**src/rtl/dmem_arbiter_pkg.sv**
```systemverilog
// dmem_arbiter_pkg: shared types and constants for the two-port data-memory
// arbiter.
//   state_t     - FSM encoding (IDLE / ACCESS / RESP)
//   PORT0/PORT1 - requester ids used for grant and response steering
//   req_ctl_t   - latched control of the granted request
//   misaligned  - word-alignment test on a byte address
package dmem_arbiter_pkg;

  typedef enum logic [1:0] {
    IDLE   = 2'd0,
    ACCESS = 2'd1,
    RESP   = 2'd2
  } state_t;

  localparam logic PORT0 = 1'b0;
  localparam logic PORT1 = 1'b1;

  typedef struct packed {
    logic id;
    logic we;
  } req_ctl_t;

  function automatic logic misaligned(input logic [1:0] lsb);
    return lsb != 2'b00;
  endfunction

endpackage

```
**src/rtl/dmem_arbiter_arb2_select.sv**
```systemverilog
// arb2_select: two-way winner select.
//   req0, req1 - pending requests
//   ptr        - id of the port favoured when both request
//   gnt        - winning port id (PORT0 when neither requests)
module arb2_select
  import dmem_arbiter_pkg::*;
(
  input  logic req0,
  input  logic req1,
  input  logic ptr,
  output logic gnt
);

  always_comb begin
    gnt = PORT0;
    if (req0 && req1) gnt = ptr;
    else if (req1)    gnt = PORT1;
  end

endmodule

```
**src/rtl/dmem_arbiter.sv**
```systemverilog
// dmem_arbiter: arbitrates two requesters onto one single-cycle data memory.
// Each access takes IDLE (sample) -> ACCESS (strobe) -> RESP (ack), so a req
// sampled at edge N strobes in cycle N+1 and is acked in cycle N+2.
//   clk, reset           - clock, synchronous active-high reset
//   p*_req/we/addr/wdata - requester ports (req held until ack)
//   p*_ack/err           - one-cycle completion pulse, err on misaligned addr
//   rdata                - last successfully read word
//   mem_read/mem_write   - memory strobes, only in ACCESS
//   mem_addr/mem_wdata   - latched address / write data
//   mem_rdata            - combinational read data from memory
// Build option: DMEM_ARB_RR_EN selects round-robin arbitration; otherwise
// p0 has fixed priority.
module dmem_arbiter
  import dmem_arbiter_pkg::*;
#(
  parameter int ADDR_W = 32
) (
  input  logic              clk,
  input  logic              reset,
  input  logic              p0_req,
  input  logic              p0_we,
  input  logic [ADDR_W-1:0] p0_addr,
  input  logic [31:0]       p0_wdata,
  input  logic              p1_req,
  input  logic              p1_we,
  input  logic [ADDR_W-1:0] p1_addr,
  input  logic [31:0]       p1_wdata,
  output logic              p0_ack,
  output logic              p0_err,
  output logic              p1_ack,
  output logic              p1_err,
  output logic [31:0]       rdata,
  output logic              mem_read,
  output logic              mem_write,
  output logic [ADDR_W-1:0] mem_addr,
  output logic [31:0]       mem_wdata,
  input  logic [31:0]       mem_rdata
);

  state_t            state, state_nxt;
  req_ctl_t          ctl_q;
  logic [ADDR_W-1:0] addr_q;
  logic [31:0]       wdata_q;
  logic              gnt, ptr, bad;
  logic              any_req, take;

  assign any_req = p0_req | p1_req;
  assign take    = (state == IDLE) && any_req;
  assign bad     = misaligned(addr_q[1:0]);

`ifdef DMEM_ARB_RR_EN
  // Pointer moves only on contested grants, so an uncontested grant to the
  // previous loser does not steal its turn on the next conflict.
  logic ptr_q;
  always_ff @(posedge clk) begin
    if (reset)                  ptr_q <= PORT0;
    else if (take && p0_req && p1_req) ptr_q <= ~gnt;
  end
  assign ptr = ptr_q;
`else
  assign ptr = PORT0;
`endif

  arb2_select u_sel (
    .req0 (p0_req),
    .req1 (p1_req),
    .ptr  (ptr),
    .gnt  (gnt)
  );

  // state register
  always_ff @(posedge clk) begin
    if (reset) state <= IDLE;
    else       state <= state_nxt;
  end

  // next state
  always_comb begin
    state_nxt = IDLE;
    case (state)
      IDLE:    state_nxt = any_req ? ACCESS : IDLE;
      ACCESS:  state_nxt = RESP;
      RESP:    state_nxt = IDLE;
      default: state_nxt = IDLE;
    endcase
  end

  // request latch and read-data capture
  always_ff @(posedge clk) begin
    if (reset) begin
      ctl_q   <= '0;
      addr_q  <= '0;
      wdata_q <= '0;
      rdata   <= '0;
    end else begin
      if (take) begin
        ctl_q.id <= gnt;
        ctl_q.we <= (gnt == PORT1) ? p1_we    : p0_we;
        addr_q   <= (gnt == PORT1) ? p1_addr  : p0_addr;
        wdata_q  <= (gnt == PORT1) ? p1_wdata : p0_wdata;
      end
      if (state == ACCESS && !ctl_q.we && !bad) rdata <= mem_rdata;
    end
  end

  assign mem_addr  = addr_q;
  assign mem_wdata = wdata_q;

  // outputs
  always_comb begin
    mem_read  = 1'b0;
    mem_write = 1'b0;
    p0_ack    = 1'b0;
    p1_ack    = 1'b0;
    p0_err    = 1'b0;
    p1_err    = 1'b0;
    case (state)
      ACCESS: begin
        mem_read  = !ctl_q.we && !bad;
        mem_write =  ctl_q.we && !bad;
      end
      RESP: begin
        p0_ack = (ctl_q.id == PORT0);
        p1_ack = (ctl_q.id == PORT1);
        p0_err = (ctl_q.id == PORT0) && bad;
        p1_err = (ctl_q.id == PORT1) && bad;
      end
      default: ;
    endcase
  end

endmodule
```
**config.mk**
```make
export PLATFORM = sky130hd
export DESIGN_NAME = dmem_arbiter
export DESIGN_NICKNAME = d
export VERILOG_FILES = /design/src/rtl/dmem_arbiter_pkg.sv /design/src/rtl/dmem_arbiter_arb2_select.sv /design/src/rtl/dmem_arbiter.sv
export SDC_FILE = /design/constraint.sdc
export NUM_CORES = 1
export LEC_CHECK = 0
export CAP_MARGIN = 20
export CORE_ASPECT_RATIO = 1.2
export CORE_MARGIN = 2
export CORE_UTILIZATION = 38
export DETAILED_ROUTE_END_ITERATION = 8
export PLACE_DENSITY = 0.8
export SLEW_MARGIN = 20
export SYNTH_ARGS = -nofsm -noshare
export SYNTH_HDL_FRONTEND = slang
export SYNTH_SLANG_ARGS = --single-unit
```
**constraint.sdc**
```tcl
create_clock -name clk -period 1.5 [get_ports clk]
set_input_delay 0.225 -clock clk [delete_from_list [all_inputs] [get_ports clk]]
set_output_delay 0.225 -clock clk [all_outputs]
set_load 0.005 [all_outputs]
```
==> results.ini <==
[run_status]
outcome=complete, but fails checks
violations_in_the_final_reports=negative setup slack

[worst_setup_path]
setup.worst_path.start=state[1]
worst-path-buf-inv=1
startpoint_type=flop
crit_path_max_incr_delay_ps=330
crit_type=flop to primary output
timing.rr.start=state[1]
cp_data_arrival_time_ps=1280
critical_path.top_delay_family=simple AND/OR/NAND/NOR gates
cell_at_the_slowest_stage_of_the_critical_path=sky130_fd_sc_hd__dfxtp_2
worstPathMaxFanout=3
critPathRequiredTime_ps=1270
cp_cell_sequence=nand2b_4 -> nor4_4 -> buf_2
crit_path_end_kind=primary output

[floorplanning]
i_o_pins=268
die_area_um2=12770
fp-row-count=43
chipWidth_um=103.5
initial_utilization=0.3904
fp.dieH_um=123.4
design.core.area_um2=11570

[flow_run]
drv.max_cap_violation_count=0

[drt]
dr.max_layer_used=met4
drt_first_pass_iters=4
drt_first_iter_violations=258
total_drc_errors_in_the_routed_layout=0
met2_length_mm=7.991
detailroute.via_count=4888
met3RoutedLength_mm=1.134
avgViaCountPerCell=5.200
final_antenna_net_count=0
detail_route.wirelength_mm=15.97
wirelength_met1_mm=6.484
wl_per_cell_um=16.99

[finish]
layout.nets=944
layout.cells.non_filler=940
fill_cells=920
final_layout_size_suffix_gt1_frac=0.08429
most_frequent_standard_cell_in_the_layout_excluding_fill_and_tap_cells=sky130_fd_sc_hd__clkdlybuf4s50_1
commonest_non_fill_non_tap_cells_in_the_layout=257 x sky130_fd_sc_hd__clkdlybuf4s50_1, 130 x sky130_fd_sc_hd__nand2_1, 95 x sky130_fd_sc_hd__dfxtp_1
utilization=0.6752
postLayoutCellArea_um2=7810
antenna-diode-count=0
syn2layout_area_growth_pct=72.96

[synthesis]
synthesis.nets=692
synth_warnings=0
syn_avg_cell_area_um2=8.585
seq_area_frac_synth=0.4433
synth.lib_cells_used.distinct=18
synth.cell_area_um2=4516
ys_ff_latch=100
synth_async_sr_flop_share=0
number_of_flops_mapped_to_enable_cells_by_yosys=0
synth_cells=526
dominantRegCellSynth=sky130_fd_sc_hd__dfxtp_1

[hold_path]
worst_hold_path_type=primary input to flop
holdCritStartpoint=reset

[global_route]
number_of_antenna_violations_at_the_first_check_in_global_routing=0
grt-ovfl-total=0
first_global_vias=4743
track_usage=0.2376
grt_max_degree=66
wire_length_of_the_first_global_routing_pass_mm=24.18

[cts]
cts.path.max_buffers=2
htreeDepth=3
clockRootBuffer=sky130_fd_sc_hd__clkbuf_16
clock_transition_at_the_registers_of_the_reported_paths_ps=70
cts-hold-fix-buffers=0
worst_skew_pair.late_latency_ps=340
cts_inserted_buffers=9
cts_sink_cnt=100
cts_tree=yes

[power_and_ir_drop]
ir_drop_uv=687.7
p_leak_nw=2.925
pwr_density_cell_nw_per_um2=967.7

[sta]
fmax_ghz=0.6657
fin_setup_tns_ps=-2.096
final_min_period_over_clock_period=1.001
finalMaxSlewViolations=0
skew_ps=7.623
worst_slack_ps=-2.096
timing_worst_slew_pin_value_ps=394.1
finalWorstPathRequiredPeriod_ps=1502
max_slew_margin=0.7373
finalHoldViolations=0
timing.final.setup_violations=1
grt_setup_unrepaired=true

[placement]
numPlacedInstances=922
place.gp.congestion=0.7639
total_of_buffers_placed_on_input_and_output_ports=267
detailed_place.area_um2=7406
dp_hpwl_mm=11.60

[what timing repair did]
action / CTS / global route
endpoints found under the setup margin: 71 / 33
pin swaps: 1 / 0
buffers inserted: 1 / 0
gates cloned: 0 / 1
gates resized for setup: 37 / 13
[per-stage QoR]
stage / hold slack (ps) / worst slack, ps / total power, mW
after CTS: 402.0 / -38.44 / 7.568
after global placement: 457.4 / -335.6 / 5.009
final: 410.7 / -2.096 / 7.558
after detailed placement: 465.7 / -454.1 / 5.062
after global routing: 439.5 / -72.74 / 7.859
after floorplan: 321.6 / 193.1 / 3.866
[kinds of logic (layout without fill, tap and decap cells)]
kind of cell / Yosys count / after routing / share of synthesized area
mux: 32 / 32 / 0.07093
compound gates: 132 / 132 / 0.2009
flops: 100 / 100 / 0.4433
buf+inv: 52 / 309 / 0.06373
simple gates: 210 / 210 / 0.2211
[power breakdown]
part | switching (mW) | internal (mW) | total [mW]
combinational | 0.767 | 1.20 | 1.96
sequential | 0.162 | 2.92 | 3.08
clock | 1.00 | 1.51 | 2.51
[metal layers]
layer | up-vias | global-route usage
met1 | 2280 | 0.2774
li1 | 2348 | -
met4 | 0 | 0.08108
met5 | - | 0
met2 | 236 | 0.4251
met3 | 24 | 0.06378
[worst min-delay path, stage by stage]
cell	delay [ps]
sky130_fd_sc_hd__buf_4	260
sky130_fd_sc_hd__nand2b_1	150
sky130_fd_sc_hd__mux2i_1	60
[final timing paths]
| check | end | slack [ps] | depth (start not counted) |
|---|---|---|---|
| max | mem_read | -2 | 3 |
| min | rdata[26] | 410 | 3 |
| max reg2reg | rdata[10] | 50 | 5 |
| min reg2reg | rdata[27] | 480 | 2 |
[layout make-up]
type / count / area [um2] / share of cell area
Tap cell: 157 / 196.4 / 0.02515
Clock inverter: 5 / 82.58 / 0.01057
Multi-Input combinational cell: 374 / 2287 / 0.2929
Timing Repair Buffer: 293 / 2990 / 0.3829
Clock buffer: 11 / 242.7 / 0.03108
Sequential cell: 100 / 2011 / 0.2574
[flip-flops by register name (all words and copies together), names as in the netlist]
name,cells
rdata,32
state,2
mem_addr,32
mem_wdata,32
ctl_q,2
[cells in the mapped netlist, types with 2 or more instances]
library cell                 n  area [um2]
sky130_fd_sc_hd__a21oi_1    66       330.3
sky130_fd_sc_hd__a311oi_1   65       569.3
sky130_fd_sc_hd__and2_1      2       12.51
sky130_fd_sc_hd__buf_2      23       115.1
sky130_fd_sc_hd__buf_6       8       90.09
sky130_fd_sc_hd__clkbuf_1   19       71.32
sky130_fd_sc_hd__dfxtp_1   100        2002
sky130_fd_sc_hd__mux2i_1    32       320.3
sky130_fd_sc_hd__nand2_1   130       488.0
sky130_fd_sc_hd__nand2b_1   66       412.9
sky130_fd_sc_hd__nor2_1      3       11.26
sky130_fd_sc_hd__nor2b_1     6       37.54
(Power assumes the default switching activity.)
